## config.mk

```make
export PLATFORM = sky130hd
export DESIGN_NAME = morse_tone_player
export DESIGN_NICKNAME = d
export VERILOG_FILES = /design/src/rtl/morse_tone_player.sv
export SDC_FILE = /design/constraint.sdc
export NUM_CORES = 1
export LEC_CHECK = 0
export BUFFER_PORTS_ARGS = -buffer_cell sky130_fd_sc_hd__clkbuf_2
export CAP_MARGIN = 20
export CORE_MARGIN = 5
export CORE_UTILIZATION = 40
export CTS_CLUSTER_DIAMETER = 50
export CTS_CLUSTER_SIZE = 28
export DETAILED_ROUTE_END_ITERATION = 16
export GPL_ROUTABILITY_DRIVEN = 0
export PLACE_DENSITY = 0.55
export SLEW_MARGIN = 20
export SYNTH_ARGS = -nofsm -noshare
export SYNTH_HDL_FRONTEND = slang
export SYNTH_SLANG_ARGS = --single-unit
```

## constraint.sdc

```tcl
create_clock -name clk -period 4 [get_ports clk]
set_input_delay 0.6 -clock clk [delete_from_list [all_inputs] [get_ports clk]]
set_output_delay 0.6 -clock clk [all_outputs]
set_load 0.005 [all_outputs]
```

## src/rtl/morse_tone_player.sv

```systemverilog
// Morse pattern player: shifts out a latched key pattern LSB first at BIT_DIV clocks per bit,
// gating a TONE_DIV half-period square wave onto the buzzer. MORSE_REPEAT_EN adds the repeat_en input.
module morse_tone_player #(
    parameter int CODE_W   = 32,
    parameter int LEN_W    = 6,
    parameter int BIT_DIV  = 25000000,
    parameter int TONE_DIV = 25000,
    parameter int DIV_W    = 26
) (
    input  logic              clk,
    input  logic              rst,
    input  logic              start,
    input  logic [CODE_W-1:0] code,
    input  logic [LEN_W-1:0]  len,
`ifdef MORSE_REPEAT_EN
    // "repeat" is a reserved word, so the repeat request is named repeat_en
    input  logic              repeat_en,
`endif
    output logic              busy,
    output logic              done,
    output logic              key_out,
    output logic              tone_out,
    output logic [LEN_W-1:0]  bit_idx
);

    localparam logic [LEN_W-1:0] CODE_W_L  = LEN_W'(CODE_W);
    localparam logic [DIV_W-1:0] BIT_LAST  = DIV_W'(BIT_DIV - 1);
    localparam logic [DIV_W-1:0] TONE_LAST = DIV_W'(TONE_DIV - 1);

    typedef enum logic [1:0] {IDLE, PLAY, FIN} state_t;

    state_t            state, state_n;
    logic [CODE_W-1:0] sreg, sreg_n;
    logic [LEN_W-1:0]  last_idx, last_n;
    logic [LEN_W-1:0]  eff_len;
    logic [LEN_W-1:0]  idx_n;
    logic [DIV_W-1:0]  bit_cnt, bit_cnt_n;
    logic [DIV_W-1:0]  tone_cnt, tone_cnt_n;
    logic              phase, phase_n;
    logic              busy_n, done_n, key_n, tone_n;
`ifdef MORSE_REPEAT_EN
    logic [CODE_W-1:0] code_lat, code_lat_n;
`endif

    assign eff_len = (len > CODE_W_L) ? CODE_W_L : len;

    always_ff @(posedge clk) begin
        if (rst) begin
            state    <= IDLE;
            sreg     <= '0;
            last_idx <= '0;
            bit_cnt  <= '0;
            tone_cnt <= '0;
            phase    <= 1'b0;
            busy     <= 1'b0;
            done     <= 1'b0;
            key_out  <= 1'b0;
            tone_out <= 1'b0;
            bit_idx  <= '0;
`ifdef MORSE_REPEAT_EN
            code_lat <= '0;
`endif
        end else begin
            state    <= state_n;
            sreg     <= sreg_n;
            last_idx <= last_n;
            bit_cnt  <= bit_cnt_n;
            tone_cnt <= tone_cnt_n;
            phase    <= phase_n;
            busy     <= busy_n;
            done     <= done_n;
            key_out  <= key_n;
            tone_out <= tone_n;
            bit_idx  <= idx_n;
`ifdef MORSE_REPEAT_EN
            code_lat <= code_lat_n;
`endif
        end
    end

    // Every output is computed one cycle ahead here so that all of them leave a flop.
    always_comb begin
        state_n    = state;
        sreg_n     = sreg;
        last_n     = last_idx;
        bit_cnt_n  = bit_cnt;
        tone_cnt_n = tone_cnt;
        phase_n    = phase;
        busy_n     = busy;
        done_n     = 1'b0;
        key_n      = key_out;
        tone_n     = tone_out;
        idx_n      = bit_idx;
`ifdef MORSE_REPEAT_EN
        code_lat_n = code_lat;
`endif
        unique case (state)
            IDLE: begin
                busy_n = 1'b0;
                key_n  = 1'b0;
                tone_n = 1'b0;
                idx_n  = '0;
                if (start) begin
                    if (len != '0) begin
                        state_n    = PLAY;
                        sreg_n     = code;
`ifdef MORSE_REPEAT_EN
                        code_lat_n = code;
`endif
                        last_n     = eff_len - 1'b1;
                        bit_cnt_n  = '0;
                        tone_cnt_n = '0;
                        phase_n    = 1'b1;
                        busy_n     = 1'b1;
                        key_n      = code[0];
                        tone_n     = code[0];
                    end else begin
                        state_n = FIN;
                        done_n  = 1'b1;
                    end
                end
            end
            PLAY: begin
                if (bit_cnt != BIT_LAST) begin
                    bit_cnt_n = bit_cnt + 1'b1;
                    if (tone_cnt == TONE_LAST) begin
                        tone_cnt_n = '0;
                        phase_n    = ~phase;
                    end else begin
                        tone_cnt_n = tone_cnt + 1'b1;
                    end
                    tone_n = key_out & phase_n;
                end else if (bit_idx != last_idx) begin
                    // Next bit: tone phase restarts high, never continuous across bits
                    sreg_n     = sreg >> 1;
                    key_n      = sreg_n[0];
                    tone_n     = sreg_n[0];
                    idx_n      = bit_idx + 1'b1;
                    bit_cnt_n  = '0;
                    tone_cnt_n = '0;
                    phase_n    = 1'b1;
                end
`ifdef MORSE_REPEAT_EN
                else if (repeat_en) begin
                    done_n     = 1'b1;
                    sreg_n     = code_lat;
                    key_n      = code_lat[0];
                    tone_n     = code_lat[0];
                    idx_n      = '0;
                    bit_cnt_n  = '0;
                    tone_cnt_n = '0;
                    phase_n    = 1'b1;
                end
`endif
                else begin
                    state_n = FIN;
                    done_n  = 1'b1;
                    busy_n  = 1'b0;
                    key_n   = 1'b0;
                    tone_n  = 1'b0;
                    idx_n   = '0;
                end
            end
            FIN: begin
                state_n = IDLE;
                busy_n  = 1'b0;
                key_n   = 1'b0;
                tone_n  = 1'b0;
                idx_n   = '0;
            end
            default: state_n = IDLE;
        endcase
    end

endmodule
```

# Word level (Yosys, flattened, before mapping)
# Index checks and enable logic that the tools add are counted.
[classes]
add_sub_neg = 4
magnitude_cmp = 1
n_eq_ne = 11
mux = 47
bitwise = 2
reduce_logical = 13
[op_table]
columns = ["cell", "n"]
rows = [
  ["two-way mux 26 bit", 6],
  ["two-way mux 32 bit", 4],
  ["one-hot mux 26 bit (2 select lines)", 2],
  ["one-hot mux 32 bit (2 select lines)", 1],
  ["adder 26 x 1 -> 26 bit, second input constant", 2],
  ["== test 26 x 15 -> 1 bit, second input constant", 1],
  ["inequality test 26 x 25 -> 1 bit, second input constant", 1],
  ["two-way mux 1 bit", 20],
  ["two-way mux 6 bit", 3],
  ["one-hot mux 6 bit (2 select lines)", 1],
  ["inequality test 2 bit, second input constant", 5],
  ["one-hot mux 1 bit (3 select lines)", 3],
  ["AND reduction 3 bit", 3],
  ["two-way mux 2 bit", 4],
  ["adder 6 x 1 -> 6 bit, second input constant", 1],
  ["> comparator 6 bit, second input constant", 1],
  ["inequality test 6 bit", 1],
  ["nonzero test 6 bit", 1],
  ["subtractor 6 x 1 -> 6 bit, second input constant", 1],
  ["AND reduction 5 bit", 1],
  ["one-hot mux 1 bit (2 select lines)", 2],
  ["one-hot mux 2 bit (2 select lines)", 1],
  ["AND reduction 2 bit", 2],
  ["AND reduction 4 bit", 1],
  ["9 further kinds", 10],
]
[totals]
ff_bits = 103
in_bits = 41
output_inout_bits = 10

# Depth between registers and ports, before layout
# Gate-level depths: netlist (run 1).
[depth]
ltp_word = 7
ltp_mapped = 10

# Least setup slack after synthesis (run 1)
# No wires, ideal clock.
[synth_path]
path_kind = "flip-flop to flip-flop"
from = "register tone_cnt[6]"
to = "register tone_out"
setup_ns = 0.144
t_arrival_ns = 2.247
path_slack_ns = 1.609
stages_incl_launch_ff = 7
path_buffers = 0
synth_period_minus_slack_ns = 2.391
cell_sequence = "dfxtp_1 or4_1 or4_4 nor2_1 xor2_1 a2111oi_0 a2111oi_2"
[synth_via]
elab_chain_cells = 7
[synth_lines]
columns = ["item", "line", "source"]
rows = [
  ["from (decl)", "38", "logic [DIV_W-1:0] tone_cnt, tone_cnt_n;"],
  ["from (signal assigned)", "68", "tone_cnt <= tone_cnt_n;"],
  ["== test 26 x 15 -> 1 bit", "126", "if (tone_cnt == TONE_LAST) begin"],
  ["two-way mux 1 bit", "126", ""],
  ["two-way mux 1 bit", "124", "if (bit_cnt != BIT_LAST) begin"],
  ["two-way mux 1 bit", "97", "unique case (state)"],
  ["AND 1 bit", "132", "tone_n = key_out & phase_n;"],
  ["two-way mux 1 bit", "124", ""],
  ["one-hot mux 1 bit (3 select lines)", "97", ""],
  ["to (signal assigned)", "73", "tone_out <= tone_n;"],
  ["to (decl)", "22", "output logic tone_out,"],
]
# No other way between the ends. The select of a mux whose other input is x is not followed.
# A chain may end at the register's enable or synchronous reset.

# Final worst setup path (run 1)
[layout_path]
from = "register tone_cnt[6]"
to = "register tone_cnt[16]"
[layout_via]
elab_chain_cells = 4
elab_cells_between_ends = 5
[layout_lines]
columns = ["item", "line"]
rows = [
  ["adder 26 x 1 -> 26 bit or == test 26 x 15 -> 1 bit (tied branches)", "130, 126"],
  ["two-way mux 26 bit *", "126"],
  ["two-way mux 26 bit *", "124"],
  ["one-hot mux 26 bit (2 select lines) *", "97"],
]
# Every way passes the cells marked *; elsewhere a longest branch is shown, timed or not.

==> run summary, run 1 <==
largest area contributor in the netlist -> dfxtp_1
dominant synthesized flop cell -> dfxtp_1
Mapped Cells -> 577
Vias -> 4104
CP Max Fanout -> 26
Total Routed Length -> 11000 µm
PwrDens -> 424 nW/µm²
share of flip-flops with an asynchronous set or reset -> 0
R2R Path End -> tone_cnt[16]
1st-iter DRT viols -> 156
CTS tree -> done
fin crit share -> 0.703
CTS Root Cell -> clkbuf_16
Worst R2R Setup Slack -> 1.19 ns
clock network power share -> 0.355
Hold Crit Start -> sreg[31]
top-count cell post-synth -> nor2_1
CTS buffer count -> 9
Routed Antenna Nets -> 0
pre-CTS setup slack -> 1.19 ns
NumNets Final -> 667
Via-to-Cell Ratio -> 5.19
gr usage total -> 0.155
Syn-to-layout area delta -> 14.2%
Initial Util -> 0.412
Seq/Total Area, Yosys -> 0.408
switch share -> 0.289
Max Slew Vio Count -> 0
# diodes -> 0
Clk Latency, worst-skew pair -> 0.35 ns
# hold bufs at CTS -> 0
worst-margin pin slew -> 0.733 ns
htree depth -> 3
Routed wire per std cell -> 13.9 µm
die width -> 122 µm
Core Region -> 12200 µm²
FP Rows -> 40
first-pass GRT wire length -> 18700 µm
Synth top area share -> 0.408
GRT overflow -> 0
initial antenna violation count -> 0
number of global-route vias before repair -> 3922
slowest cell on the critical path -> or4_1
clk_skew -> 0.00708 ns
crit path launch type -> flop
Post-DP HPWL -> 7830 µm
post-synthesis cell area -> 5010 µm²
fillers -> 1177
CP required -> 4.21 ns
yosys warns -> 0
Synth area leaders -> dfxtp_1 (41%), nor2_1 (8.4%), xnor2_1 (7.3%)
VDD IR max -> 312 µV
path depth of the worst reg2reg path -> 6
max incr delay on CP -> 0.56 ns
CP delay by family, top -> simple AND/OR/NAND/NOR gates
hold path depth -> 2
PnR worst setup slack -> 1.19 ns
CP Buf/Inv Count -> 0
Syn Area/Cell -> 8.68 µm²
Worst Hold Class -> flop to flop
internal cell power -> 0.00172 W
Critical R2R Launch -> tone_cnt[6]
combinational cell fraction of total power -> 0.175
flops & latches, synth -> 102
Resize count post-CTS -> 0
Sink Count -> 102
Pre-antenna DRT Iters -> 4
Post-Synthesis Net Count -> 626
Crit. End Element -> flop
Slew HR -> 0.507
Worst-path clk slew -> 0.07 ns
outcome -> complete, no violations
Post-synth top cells -> nor2_1 (112), dfxtp_1 (102), xnor2_1 (42)
largest net degree at the start of global routing -> 62
RSZ-0062 raised after global routing -> false
CP arrival -> 3.02 ns
CP cell instances -> or4_1, or4_4, a311o_1, and3_4, o21bai_4, o21ai_0
critical path class -> flop to flop
layout cells sized above 1 -> 0.138
Psw -> 0.000703 W
setup bufs post-CTS -> 0
clock buffer depth -> 2
final setup TNS -> 0 ns
max-cap viol count -> 0
fin crit period -> 2.81 ns
Remaining DRCs -> 0
number of synthesized flops with an enable pin -> 0
Unique masters post-synth -> 51
Final Setup Violations -> 0
PortBufs -> 50
Hold Path Sink -> sreg[31]
Pleak -> 1.96 nW
DIE AREA -> 14900 µm²
Sequential Power Share -> 0.470
Die H -> 122 µm
Max Clock Freq -> 356 MHz
Final Hold Viols -> 0
Ports -> 51
==> flip-flops by register name, summed over array words and instances, names as in the netlist <==
register,flops
last_idx,6
bit_idx,6
tone_out,1
tone_cnt,26
phase,1
done,1
state,2
key_out,1
busy,1
sreg,31
bit_cnt,26
==> through the flow <==
step | cells | util | hold WS, ns | cell area [µm²] | total power, W
final | 791 | 0.470 | 0.476 | 5720 | 0.00243
after global routing | 791 | 0.470 | 0.502 | 5720 | 0.00257
after CTS | 791 | 0.470 | 0.479 | 5720 | 0.00247
after detailed placement | 775 | 0.446 | 0.468 | 5430 | 0.00160
after global placement | 775 | 0.446 | 0.465 | 5430 | 0.00159
after floorplan | 577 | - | 0.446 | 5010 | 0.00148
==> worst reg2reg max path: stages, from the launching register on <==
cell and delay [ns]:
dfxtp_1 0.37, or4_1 0.56, or4_4 0.54, a311o_1 0.33, and3_4 0.19, o21bai_4 0.50
o21ai_0 0.18
==> logic make-up (layout without fill, tap and decap cells) <==
logic type      after synthesis  after routing  synth area share
mux                          35             35            0.0699
simple gates                266            266             0.266
compound gates               73             73             0.104
fa+ha+maj                     8              8            0.0200
buf+inv                      34             80            0.0292
flops                       102            102             0.408
xor+xnor                     59             59             0.103
==> area by class of cell <==
class	instances	area (µm²)	share of cell area
clock buffer	11	253	0.0442
clock inverter	5	42.5	0.00743
inverter	6	22.5	0.00394
multi-input combinational	441	2840	0.497
sequential	102	2040	0.357
tap	168	210	0.0367
timing repair buffer	58	310	0.0542
==> per-layer routing <==
layer	GRT usage	part of all wire	routed length (µm)
met1	0.201	0.46	5100
met2	0.246	0.47	5180
met3	0.0548	0.059	654
met4	0.0378	0.0059	65
met5	0	0	0
==> worst max path at each step <==
stage	from	depth (start not counted)	to	slack [ns]
global route	tone_cnt[6]	6	tone_cnt[16]	1.01
finish	tone_cnt[6]	6	tone_cnt[16]	1.19
CTS	tone_cnt[6]	6	tone_cnt[16]	1.17
floorplan	tone_cnt[6]	6	tone_out	1.61
global placement	tone_cnt[6]	6	tone_cnt[16]	1.23
detailed placement	tone_cnt[6]	6	tone_cnt[16]	1.19
==> placed cells by master (no fill, tap or decap), types with 3 or more instances in the layout <==
| master | synthesis | routed |
|---|---|---|
| nor2_1 | 112 | 112 |
| dfxtp_1 | 102 | 102 |
| clkbuf_2 | 0 | 50 |
| xnor2_1 | 42 | 42 |
| mux2i_1 | 35 | 35 |
| a211oi_1 | 35 | 35 |
| nand2_1 | 30 | 30 |
| nand3_1 | 28 | 28 |
| xor2_1 | 17 | 17 |
| nor3_1 | 15 | 15 |
| a21oi_1 | 15 | 14 |
| nor4_1 | 14 | 13 |
| nand4_1 | 12 | 12 |
| nor4b_1 | 9 | 9 |
| nor3b_1 | 9 | 9 |
| clkbuf_16 | 0 | 9 |
| o21ai_0 | 8 | 8 |
| buf_4 | 0 | 8 |
| ha_1 | 8 | 7 |
| inv_1 | 6 | 6 |
| and4_1 | 6 | 6 |
| and2_1 | 4 | 4 |
| and3_1 | 4 | 4 |
| nand3b_1 | 4 | 4 |
| or4_1 | 3 | 3 |
| clkinv_4 | 0 | 3 |
==> power by group through the flow <==
| stage | Clock, W | Sequential, W | Combinational, W |
|---|---|---|---|
| 3_5_place_dp | 0 | 0.00116 | 0.000431 |
| 3_3_place_gp | 0 | 0.00116 | 0.000425 |
| 4_1_cts | 0.000893 | 0.00114 | 0.000432 |
| 5_1_grt | 0.000937 | 0.00115 | 0.000478 |
| 2_1_floorplan | 0 | 0.00115 | 0.000329 |
| 6_report | 0.000861 | 0.00114 | 0.000424 |
No activity file was read; power rests on OpenSTA's default activity.
==> inputs of run 2 (changes only) <==
--- a/config.mk
+++ b/config.mk
@@ -13,7 +13,7 @@
 export CTS_CLUSTER_SIZE = 28
 export DETAILED_ROUTE_END_ITERATION = 16
 export GPL_ROUTABILITY_DRIVEN = 0
-export PLACE_DENSITY = 0.55
+export PLACE_DENSITY = 0.57
 export SLEW_MARGIN = 20
 export SYNTH_ARGS = -nofsm -noshare
 export SYNTH_HDL_FRONTEND = slang
==> constraint.sdc (replaced) <==
create_clock -name clk -period 2.3 [get_ports clk]
set_input_delay 0.345 -clock clk [delete_from_list [all_inputs] [get_ports clk]]
set_output_delay 0.345 -clock clk [all_outputs]
set_load 0.005 [all_outputs]
==> run 2 against run 1 <==
The run now ends with setup timing left. Worst hold slack worse by 0.23 ns. Flip-flop and latch count stayed put. Critical path depth is 1 higher. Via count is 6.5% higher. Clock power is 72% higher. Count of clock-buffer cells in the layout stayed put. Sequential share of layout area is 2.5 points lower. Cell count is 5.4% higher. Clock skew is 0.00091 ns lower. Maximum frequency is 20% higher. Critical endpoint is now tone_cnt[15].
==> run summary, run 2 (same netlist as run 1, synthesis figures left out) <==
R2R Path End -> tone_cnt[15]
1st-iter DRT viols -> 225
PnR worst setup slack -> -0.0460 ns
fin crit period -> 2.35 ns
Hold Crit Start -> code[31]
Sink Count -> 102
Sequential Power Share -> 0.454
number of global-route vias before repair -> 4304
CTS tree -> done
Routed Antenna Nets -> 0
clock buffer depth -> 2
gr usage total -> 0.165
Worst R2R Setup Slack -> -0.05 ns
Remaining DRCs -> 0
Slew HR -> 0.494
fin crit share -> 1.02
max reg flops -> 31
CTS Root Cell -> clkbuf_16
commonest non-fill, non-tap cell in the layout -> nor2_1
CP Max Fanout -> 13
layout cells sized above 1 -> 0.204
htree depth -> 3
PortBufs -> 50
Max Slew Vio Count -> 0
most frequent cells in the layout -> nor2_1 (112), dfxtp_1 (101), clkbuf_2 (50)
Via-to-Cell Ratio -> 5.24
crit path launch type -> flop
Final Hold Viols -> 0
dpl cell area -> 5790 µm²
combinational cell fraction of total power -> 0.206
violated checks -> setup timing
Syn-to-layout area delta -> 23.0%
initial antenna violation count -> 0
internal cell power -> 0.00308 W
Initial Util -> 0.412
Final Setup Violations -> 25
Core Region -> 12200 µm²
critical path class -> flop to flop
Max Clock Freq -> 426 MHz
Pleak -> 2.21 nW
clock network power share -> 0.340
DIE AREA -> 14900 µm²
crit path capture -> tone_cnt[15]
FP Rows -> 40
Routed wire per std cell -> 14.3 µm
RSZ-0062 raised after global routing -> true
VDD IR max -> 514 µV
GRT overflow -> 0
Pre-antenna DRT Iters -> 4
CP arrival -> 2.60 ns
post-route cell area -> 6160 µm²
Clk Latency, worst-skew pair -> 0.35 ns
largest net degree at the start of global routing -> 62
Ports -> 51
Setup crit start -> tone_cnt[9]
max-cap viol count -> 0
Total Routed Length -> 12000 µm
switch share -> 0.294
path depth of the worst reg2reg path -> 7
post-placement cell count -> 814
CTS buffer count -> 9
Critical R2R Launch -> tone_cnt[9]
NumNets Final -> 710
biggest regs -> sreg x31, bit_cnt x26, tone_cnt x26
most flop-heavy register -> sreg
die width -> 122 µm
clk_skew -> 0.00617 ns
Psw -> 0.00128 W
PwrDens -> 707 nW/µm²
worst-margin pin slew -> 0.756 ns
# diodes -> 0
Die H -> 122 µm
Worst Hold Class -> primary input to flop
Crit. End Element -> flop
Vias -> 4369
Post-DP HPWL -> 8500 µm
outcome -> complete, but fails checks
final setup TNS -> -0.936 ns
Worst-path clk slew -> 0.07 ns
Layout Cells excl Fill -> 834
CP required -> 2.55 ns
first-pass GRT wire length -> 20100 µm
==> run 2: cell type report <==
cell class | count | area, µm²
Clock inverter | 5 | 42.5
Clock buffer | 11 | 243
Sequential cell | 102 | 2040
Tap cell | 168 | 210
Inverter | 6 | 22.5
Multi-Input combinational cell | 441 | 2890
Fill cell | 1194 | 6000
Timing Repair Buffer | 101 | 713
==> run 2: what timing repair did <==
item | 4_1_cts | 5_1_grt
hold buffers | 0 | 0
setup endpoints to repair | 47 | 93
gates cloned | 0 | 1
pin swaps | 2 | 3
setup buffers | 0 | 3
gates resized for setup | 2 | 5
==> run 2: worst min path at each step <==
stage                             end  slack [ns]  depth (start not counted)
after floorplan              sreg[31]        0.45                          2
after global placement       sreg[31]        0.46                          2
after detailed placement  last_idx[5]        0.48                          1
after CTS                    sreg[31]        0.23                          3
after global routing         sreg[31]        0.23                          3
final                        sreg[31]        0.24                          3
==> run 2: power by group through the flow <==
stage,Sequential [W],Combinational [W],Clock [W]
floorplan,0.00200,0.000575,0
global placement,0.00201,0.000837,0
detailed placement,0.00202,0.000857,0
CTS,0.00198,0.000864,0.00153
global route,0.00199,0.000991,0.00161
finish,0.00198,0.000899,0.00148
==> run 2: metrics by stage <==
stage               hold WS, ns   util  total power, W  setup WS [ns]
global placement          0.462  0.476         0.00285        -0.0594
CTS                       0.230  0.501         0.00437        -0.0576
finish                    0.243  0.507         0.00436        -0.0460
floorplan                 0.446      -         0.00258        -0.0180
global route              0.227  0.507         0.00460         -0.132
detailed placement        0.485  0.476         0.00288        -0.0670
==> run 2: metal layers <==
metal,GRT usage,up-vias,routed length [µm]
met1,0.197,2069,5400
met2,0.280,69,5770
li1,-,2217,-
met4,0.0455,0,197
met5,0,-,0
met3,0.0608,14,589
==> run 2: worst max-delay path, stage by stage, from the launching register on <==
cell      delay (ns)
dfxtp_1         0.32
or4_1           0.52
or4_4           0.56
a311o_1         0.28
and3_4          0.18
o21bai_4        0.18
buf_12          0.16
nor3_1          0.05
